## src/rtl/clock_pkg.sv

```systemverilog
// Shared BCD limits and timer state encodings
// for the clock counter chain and countdown timer.
package clock_pkg;

  localparam logic [3:0] SEC_TENS_MAX = 4'd5;
  localparam logic [3:0] DIGIT_MAX    = 4'd9;

  typedef enum logic [1:0] {
    ST_IDLE  = 2'b00,
    ST_RUN   = 2'b01,
    ST_ALARM = 2'b10,
    ST_BAD   = 2'b11
  } state_t;

  function automatic logic [3:0] clamp(
    input logic [3:0] d,
    input logic [3:0] max
  );
    return (d > max) ? max : d;
  endfunction

endpackage

```

## src/rtl/bcd_down_digit.sv

```systemverilog
// One BCD down-counting digit with load and
// combinational borrow into the next digit.
module bcd_down_digit
  import clock_pkg::*;
#(
  parameter logic [3:0] MAX = DIGIT_MAX
) (
  input  logic       CP,
  input  logic       reset,
  input  logic       dec,
  input  logic       ld,
  input  logic [3:0] d,
  output logic [3:0] q,
  output logic       borrow
);

  assign borrow = (q == 4'd0) && dec;

  always_ff @(posedge CP) begin
    if (reset) begin
      q <= 4'd0;
    end else if (ld) begin
      q <= d;
    end else if (dec) begin
      q <= (q == 4'd0) ? MAX : q - 4'd1;
    end
  end

endmodule

```

## src/rtl/countdown_timer.sv

```systemverilog
// MM:SS BCD countdown timer with done pulse and
// an alarm held for ALARM_TICKS strobes.
module countdown_timer
  import clock_pkg::*;
#(
  parameter int ALARM_TICKS = 10
) (
  input  logic       CP,
  input  logic       reset,
  input  logic       EN,
  input  logic       load,
  input  logic [7:0] preset_m,
  input  logic [7:0] preset_s,
  input  logic       run,
  input  logic       decre,
  output logic [7:0] Q_m,
  output logic [7:0] Q_s,
  output logic       running,
  output logic       done,
  output logic       alarm
);

  localparam logic [7:0] TICKS = 8'(ALARM_TICKS);

  state_t      state_q, state_d;
  logic [7:0]  tick_q, tick_d;
  logic        done_d;
  logic [15:0] pre;
  logic        is_idle, is_run;
  logic        zero, last;
  logic        dec_req, step, hit_zero;
  logic        b_su, b_st, b_mu, b_mt;

  assign pre = {clamp(preset_m[7:4], DIGIT_MAX),
                clamp(preset_m[3:0], DIGIT_MAX),
                clamp(preset_s[7:4], SEC_TENS_MAX),
                clamp(preset_s[3:0], DIGIT_MAX)};

  assign is_idle = (state_q == ST_IDLE);
  assign is_run  = (state_q == ST_RUN);
  assign zero    = ({Q_m, Q_s} == 16'h0000);
  assign last    = ({Q_m, Q_s} == 16'h0001);

  // decre and EN together still give a single step
  assign dec_req = !load &&
                   ((decre && (is_idle || is_run)) ||
                    (EN && is_run && run));
  assign step     = dec_req && !zero;
  assign hit_zero = step && last;

  bcd_down_digit #(.MAX(DIGIT_MAX)) u_su (
    .CP(CP), .reset(reset), .dec(step), .ld(load),
    .d(pre[3:0]), .q(Q_s[3:0]), .borrow(b_su)
  );

  bcd_down_digit #(.MAX(SEC_TENS_MAX)) u_st (
    .CP(CP), .reset(reset), .dec(b_su), .ld(load),
    .d(pre[7:4]), .q(Q_s[7:4]), .borrow(b_st)
  );

  bcd_down_digit #(.MAX(DIGIT_MAX)) u_mu (
    .CP(CP), .reset(reset), .dec(b_st), .ld(load),
    .d(pre[11:8]), .q(Q_m[3:0]), .borrow(b_mu)
  );

  bcd_down_digit #(.MAX(DIGIT_MAX)) u_mt (
    .CP(CP), .reset(reset), .dec(b_mu), .ld(load),
    .d(pre[15:12]), .q(Q_m[7:4]), .borrow(b_mt)
  );

  always_comb begin
    state_d = state_q;
    tick_d  = tick_q;
    done_d  = 1'b0;
    if (load) begin
      state_d = ST_IDLE;
    end else begin
      unique case (state_q)
        ST_IDLE: begin
          if (run && !zero && !hit_zero)
            state_d = ST_RUN;
        end
        ST_RUN: begin
          if (hit_zero) begin
            state_d = ST_ALARM;
            tick_d  = 8'd0;
            done_d  = 1'b1;
          end else if (!run || zero || b_mt) begin
            state_d = ST_IDLE;
          end
        end
        ST_ALARM: begin
          if (EN) begin
            tick_d = tick_q + 8'd1;
            if (tick_d == TICKS)
              state_d = ST_IDLE;
          end
        end
        default: state_d = ST_IDLE;
      endcase
    end
  end

  always_ff @(posedge CP) begin
    if (reset) begin
      state_q <= ST_IDLE;
      tick_q  <= 8'd0;
      done    <= 1'b0;
    end else begin
      state_q <= state_d;
      tick_q  <= tick_d;
      done    <= done_d;
    end
  end

  assign running = (state_q == ST_RUN);
  assign alarm   = (state_q == ST_ALARM);

endmodule

```

## config.mk

```make
export PLATFORM = sky130hd
export DESIGN_NAME = countdown_timer
export DESIGN_NICKNAME = d
export VERILOG_FILES = /design/src/rtl/clock_pkg.sv /design/src/rtl/bcd_down_digit.sv /design/src/rtl/countdown_timer.sv
export SDC_FILE = /design/constraint.sdc
export NUM_CORES = 1
export LEC_CHECK = 0
export BUFFER_PORTS_ARGS = -buffer_cell sky130_fd_sc_hd__clkbuf_2
export CAP_MARGIN = 30
export CORE_MARGIN = 5
export CORE_UTILIZATION = 51
export CTS_BUF_LIST = sky130_fd_sc_hd__clkbuf_8
export DETAILED_ROUTE_END_ITERATION = 6
export HOLD_SLACK_MARGIN = 0.06
export PLACE_DENSITY_LB_ADDON = 0.12
export SYNTH_ARGS = -nofsm -noshare
export SYNTH_HDL_FRONTEND = slang
export SYNTH_HIERARCHICAL = 1
export SYNTH_SLANG_ARGS = --single-unit
```

## constraint.sdc

```tcl
create_clock -name CP -period 4.1 [get_ports CP]
set_input_delay 0.205 -clock CP [delete_from_list [all_inputs] [get_ports CP]]
set_output_delay 0.205 -clock CP [all_outputs]
set_load 0.01 [all_outputs]
```

# Word level (Yosys, flattened, before mapping)
# Cells that the tools add are included.
[word_totals] ff_bits=27 inputBits=22 output_inout_bits=19 word_cells=88
[classes] add_sub_neg=5 magnitude_cmp=4 eq_ne=9 muxes=26 n_bitwise=2 reduce_logical=35
[op_table] operator="two-way mux 4 bit" count=16
[op_table] operator="== test 16 x 1 -> 1 bit, second input constant" count=1
[op_table] operator="logical NOT 16 bit" count=1
[op_table] operator="logical NOT 4 bit" count=4
[op_table] operator="two-way mux 8 bit" count=2
[op_table] operator="one-hot mux 8 bit (2 select lines)" count=1
[op_table] operator="subtractor 4 x 1 -> 4 bit, second input constant" count=4
[op_table] operator="> comparator 4 bit, second input constant" count=3
[op_table] operator="logical AND 1 bit" count=12
[op_table] operator="two-way mux 2 bit" count=5
[op_table] operator="nonzero test 2 bit" count=5
[op_table] operator="adder 8 x 1 -> 8 bit, second input constant" count=1
[op_table] operator="== test 8 x 4 -> 1 bit, second input constant" count=1
[op_table] operator="AND reduction 4 bit" count=2
[op_table] operator="!= test 2 x 1 -> 1 bit, second input constant" count=3
[op_table] operator="one-hot mux 2 bit (3 select lines)" count=1
[op_table] operator="> comparator 4 x 3 -> 1 bit, second input constant" count=1
[op_table] operator="logical NOT 1 bit" count=4
[op_table] operator="logical OR 1 bit" count=4
[op_table] operator="!= test 3 x 1 -> 1 bit, second input constant" count=1
[op_table] operator="OR reduction 3 bit" count=1
[op_table] operator="== test 2 x 1 -> 1 bit, second input constant" count=1
[op_table] operator="== test 2 bit, second input constant" count=1
[op_table] operator="logical NOT 2 bit" count=1
[op_table] operator="4 further kinds" count=5

# Logic depth before layout (Yosys ltp)
[logic_depth] ltp_word=14 mapped_depth=13 depth_no_buf=13

# Cells and area by module
# The synthesis kept the hierarchy.
[modules_own_cells] module="countdown_timer" n_inst=1 cells_each=121 area_each_um2=972.2
[modules_own_cells] module="bcd_down_digit at u_mt ..." n_inst=3 cells_each=24 area_each_um2=221.5
[modules_own_cells] module="bcd_down_digit at u_st" n_inst=1 cells_each=23 area_each_um2=203.9

# Worst setup path after synthesis
# Ideal clock, no wire load.
[synth_timing] path_kind="register -> register" startpoint="reg u_mt.q[1]" endpoint="reg u_mt.q[1]" setup_time_ns=0.086 arrival_time_ns=3.443 setup_slack_ns=0.570 stages_incl_launch_ff=14 synth_period_minus_slack_ns=3.530 path_cell_list="dfxtp_1 > nor4_4 > nand4_1 > nor2_1 > nor4_1 > nor4b_4 > nor2b_1 > nand2b_4 > nor4_1 > nor4b_4 > nor2b_1 > nand2b_1 > or3_1 > a221oi_2"
[synth_between] elab_chain_cells=7 elab_cells_between_ends=12 classes_between="add/sub (1); mux (3); reduce/logical (8)"
[synth_rtl] item="from (decl)" line="bcd_down_digit.sv:13" source="output logic [3:0] q,"
[synth_rtl] item="from (signal assigned)" line="bcd_down_digit.sv:25" source="q <= (q == 4'd0) ? MAX : q - 4'd1;"
[synth_rtl] item="logical NOT 16 bit" line="countdown_timer.sv:41" source="assign zero = ({Q_m, Q_s} == 16'h0000);"
[synth_rtl] item="logical NOT 1 bit" line="countdown_timer.sv:48" source="assign step = dec_req && !zero;"
[synth_rtl] item="logical AND 1 bit" line="countdown_timer.sv:48"
[synth_rtl] item="net step" line="countdown_timer.sv:31" source="logic dec_req, step, hit_zero;"
[synth_rtl] item="logical AND 1 bit" line="bcd_down_digit.sv:17" source="assign borrow = (q == 4'd0) && dec;"
[synth_rtl] item="net b_su" line="countdown_timer.sv:32" source="logic b_su, b_st, b_mu, b_mt;"
[synth_rtl] item="logical AND 1 bit" line="bcd_down_digit.sv:17"
[synth_rtl] item="net b_st" line="countdown_timer.sv:32"
[synth_rtl] item="logical AND 1 bit" line="bcd_down_digit.sv:17"
[synth_rtl] item="net b_mu" line="countdown_timer.sv:32"
[synth_rtl] item="nonzero test 2 bit (no source line)"
# The timed path passes the listed nets, and every way through them passes these cells. The select of a mux whose other input is x is not followed.
# A chain may end at the register's enable or synchronous reset.

# Worst setup path in the final report
[layout_timing] startpoint="reg u_st.q[1]" endpoint="reg u_mt.q[1]"
[layout_between] elab_chain_cells=7 elab_cells_between_ends=8 classes_between="reduce/logical (8)"
[layout_rtl] item="from (decl)" line="bcd_down_digit.sv:13"
[layout_rtl] item="from (signal assigned)" line="bcd_down_digit.sv:25"
[layout_rtl] item="logical NOT 16 bit" line="countdown_timer.sv:41"
[layout_rtl] item="logical NOT 1 bit" line="countdown_timer.sv:48"
[layout_rtl] item="logical AND 1 bit" line="countdown_timer.sv:48"
[layout_rtl] item="net step" line="countdown_timer.sv:31"
[layout_rtl] item="logical AND 1 bit" line="bcd_down_digit.sv:17"
[layout_rtl] item="net b_su" line="countdown_timer.sv:32"
[layout_rtl] item="logical AND 1 bit" line="bcd_down_digit.sv:17"
[layout_rtl] item="net b_st" line="countdown_timer.sv:32"
[layout_rtl] item="logical AND 1 bit" line="bcd_down_digit.sv:17"
[layout_rtl] item="net b_mu" line="countdown_timer.sv:32"
[layout_rtl] item="nonzero test 2 bit (no source line)"
# The timed path passes the listed nets, and every way through them passes these cells.

==> flow_summary.json <==
{
  "max_freq_ghz": 0.2766,
  "dr_wl_met2_um": 1907,
  "initial_core_util_pct": 53.88,
  "synth_top_family_by_area": "simple AND/OR/NAND/NOR gates",
  "antenna_found_initial": 0,
  "die_width_um": 70.08,
  "period_needed_ns": 3.615,
  "final_hold_viol_count": 0,
  "p_switching_mw": 0.1595,
  "vias": 1679,
  "synth-seq-cells": 27,
  "dieArea_um2": 4911,
  "routed.top_layer": "met4",
  "htreeDepth": 1,
  "ir_worst_vdd_uv": 146.7,
  "postLayoutSetupSlackWorst_ns": 0.4852,
  "ioPinCount": 41,
  "place.gp.congestion": 0.7932,
  "required_ns": 4.28,
  "die_h_um": 70.08,
  "met3WireLength_um": 175,
  "design_area_um2": 2115,
  "wire_per_inst_um": 13.58,
  "path_clk_slew_ns": 0.09,
  "area_growth_pct": 14.89,
  "timing.final.crit_share_pct": 88.17,
  "vias_per_cell": 5.615,
  "wl_met1_um": 1954,
  "core_area_um2": 3416,
  "slew_viol_final": 0,
  "fin_util_pct": 61.90,
  "final-setup-viol-count": 0,
  "syn-num-nets": 240,
  "antenna_left": 0,
  "worst_slew_margin_rel_pct": 47.40,
  "numPortBuffers": 40,
  "hp-class": "input port to flip-flop",
  "synth_area_leaders": "dfxtp_1 29%, nand2_1 4.7%, a221oi_2 4.1%, nor4b_4 3.9%, a21oi_1 3.8%",
  "p_per_area_nw_per_um2": 260.5,
  "cts_tree": "done",
  "synth_warnings": 6,
  "post_route_cells_drive_above_1_share_pct": 27.67,
  "power_frac_seq_pct": 54.2,
  "yosys-mux-area-fraction_pct": 0.5438,
  "wirelength_um": 4059,
  "crit_fanout": 8,
  "rsz0062_at_grt": "false",
  "synth-simple-area-share_pct": 34.06,
  "clockRootBuffer": "clkbuf_8",
  "fin_total_pwr_mw": 0.5509,
  "multi_input_area_um2": 1202,
  "drtPass1Iterations": 4,
  "netlist.area_leader.share_pct": 29.37,
  "clkPwrFrac_pct": 26.9,
  "arrival_ns": 3.80,
  "preCtsSetupSlack_ns": 0.1641,
  "hold_buffers": 0,
  "cts_buffers": 3,
  "synth_edf_count": 0,
  "grt_max_degree": 30,
  "worst_pin_slew_ns": 0.7873,
  "diodes": 0,
  "switching_share_pct": 28.96,
  "drv_cap": 0,
  "fillers": 308,
  "grt_pass1_vias": 1563,
  "ff_latch_area_um2": 540.5,
  "avgSynthCellArea_um2": 8.521,
  "pwr-share-comb_pct": 18.8,
  "synth_area_um2": 1841,
  "synth_compound_area_share_pct": 24.68,
  "drc": 0,
  "clock_skew_ns": 0.003462,
  "criticalPathCategory": "flip-flop to flip-flop",
  "synth_flop_cell": "dfxtp_1",
  "grtUsageTotal_pct": 16.91,
  "grt_pass1_wl_um": 7038,
  "grt_overflow": 0,
  "setup_tns_ns": 0,
  "intPower_mw": 0.3913,
  "clk_latency_ns": 0.27,
  "r2r_cells": 13,
  "outcome": "complete, no violations",
  "nets": 278,
  "dp_hpwl_um": 3049,
  "synth_xor_area_share_pct": 3.807,
  "yosysTopAreaCell": "dfxtp_1",
  "drt-initial-drc-count": 106,
  "syn_inst": 216,
  "rows": 21,
  "p_leak_nw": 0.8368,
  "hold_depth": 4,
  "placed_area_um2": 2057,
  "end_kind": "flip-flop",
  "async_flop_share_pct": 0,
  "synthAdderAreaFrac_pct": 1.360,
  "yosysSeqAreaShare_pct": 29.37,
  "cts_max_path_buffers": 2,
  "crit_path_start_kind": "flip-flop",
  "cts.sinks": 27,
  "synth_cell_types": 52
}
-- metrics by stage --
stage                     cells  hold WS, ns
final                       299       0.2426
after floorplan             216       0.2696
after global routing        299       0.2459
after global placement      294       0.5060
after CTS                   299       0.2439
after detailed placement    295       0.5109
-- power by group through the flow --
stage	clock network, mW	registers, mW	logic (mW)
floorplan	0	0.307	0.0586
global route	0.165	0.302	0.115
detailed placement	0	0.305	0.103
finish	0.148	0.299	0.104
CTS	0.152	0.299	0.104
global placement	0	0.304	0.104
-- worst paths after layout --
path	startpoint	to	slack, ns
setup / recovery	u_st/q[1]$_SDFFE_PP0P_	u_mt/q[1]$_SDFFE_PP0P_	0.49
hold reg to reg	tick_q[7]$_SDFFE_PP0P_	tick_q[7]$_SDFFE_PP0P_	0.52
setup reg to reg	u_st/q[1]$_SDFFE_PP0P_	u_mt/q[1]$_SDFFE_PP0P_	0.49
hold / removal	preset_s[3]	u_su/q[1]$_SDFFE_PP0P_	0.24
-- worst max-delay path, stage by stage, from the launching register on --
cell and delay, ns:
dfxtp_1 0.54, nor4_4 0.07, nand4_1 0.21, nor2_1 0.08, nor4_2 0.28, nor4b_4 0.33, nor2b_1 0.34, nand2b_4 0.11
nor4_2 0.28, nor4b_4 0.31, nor2b_1 0.28, nand2b_1 0.12, or3_1 0.37, a221oi_2 0.22
-- routing by layer --
layer,vias up,track usage [%]
met5,-,0
met4,0,3.404
met3,2,4.304
met2,30,27.81
met1,771,22.38
li1,876,-
-- cell families after synthesis --
| group | after synthesis |
|---|---|
| multiplexers | 1 |
| AO/OA/AOI/OAI | 57 |
| other | 1 |
| flip-flops | 27 |
| AND/OR/NAND/NOR | 97 |
| XOR/XNOR | 8 |
| adder cells (fa/ha/maj) | 2 |
| buffers and inverters | 23 |
-- layout by cell type, fill, tap and decap left out, types with 2 or more instances in the layout --
cell and instances:
a221oi_2 5, a211oi_2 3, xnor2_1 4, a21o_1 2
ha_1 2, nor4_2 2, nor2_1 17, nor2b_1 11
clkbuf_8 3, clkbuf_2 40, xor2_1 4, nor3_1 3
buf_4 2, a221oi_1 3, and3_1 3, inv_1 14
or3_1 4, nand2_1 23, a311oi_1 7, nand3_1 4
dfxtp_1 27, nand4_1 5, nor4_4 3, a31oi_1 3
o21ai_0 9, and4_1 2, a21oi_1 14, nand2b_1 7
nor4b_4 3
-- synth_stat cells, types with 2 or more instances --
master / instances
nor4b_4: 3
and3_1: 3
clkbuf_1: 3
nor4_1: 3
a31oi_1: 3
nand2_1: 23
buf_6: 2
a221oi_1: 3
a211oi_2: 3
nand4_1: 5
buf_2: 4
ha_1: 2
a221oi_2: 5
nor3_1: 3
dfxtp_1: 27
or3_1: 4
nor2b_1: 11
xnor2_1: 4
nor4_4: 3
nor2_1: 17
and4_1: 2
xor2_1: 4
a21o_1: 2
o21ai_0: 9
nand3_1: 4
a311oi_1: 7
a21oi_1: 14
nand2b_1: 7
inv_1: 13
-- sequential cells by signal (all words and copies together), names as in the netlist --
register and count:
tick_q 8, u_mt/q 4, state_q 2, u_mu/q 4, u_su/q 4, done 1
u_st/q 4
-- layout make-up --
cell class / instances / share of cell area [%]
multi-input cells: 166 / 56.86
flip-flops and latches: 27 / 25.56
repair buffers: 43 / 10.41
well taps: 46 / 2.722
inverters: 13 / 2.308
clock buffers: 3 / 1.953
clock inverters: 1 / 0.1775
-- repair_timing --
item	CTS	global route
hold endpoints to repair	0	0
resized for setup	0	2
buffers inserted	0	0
endpoints found under the setup margin	0	4
Power figures use the tool's default switching activity.
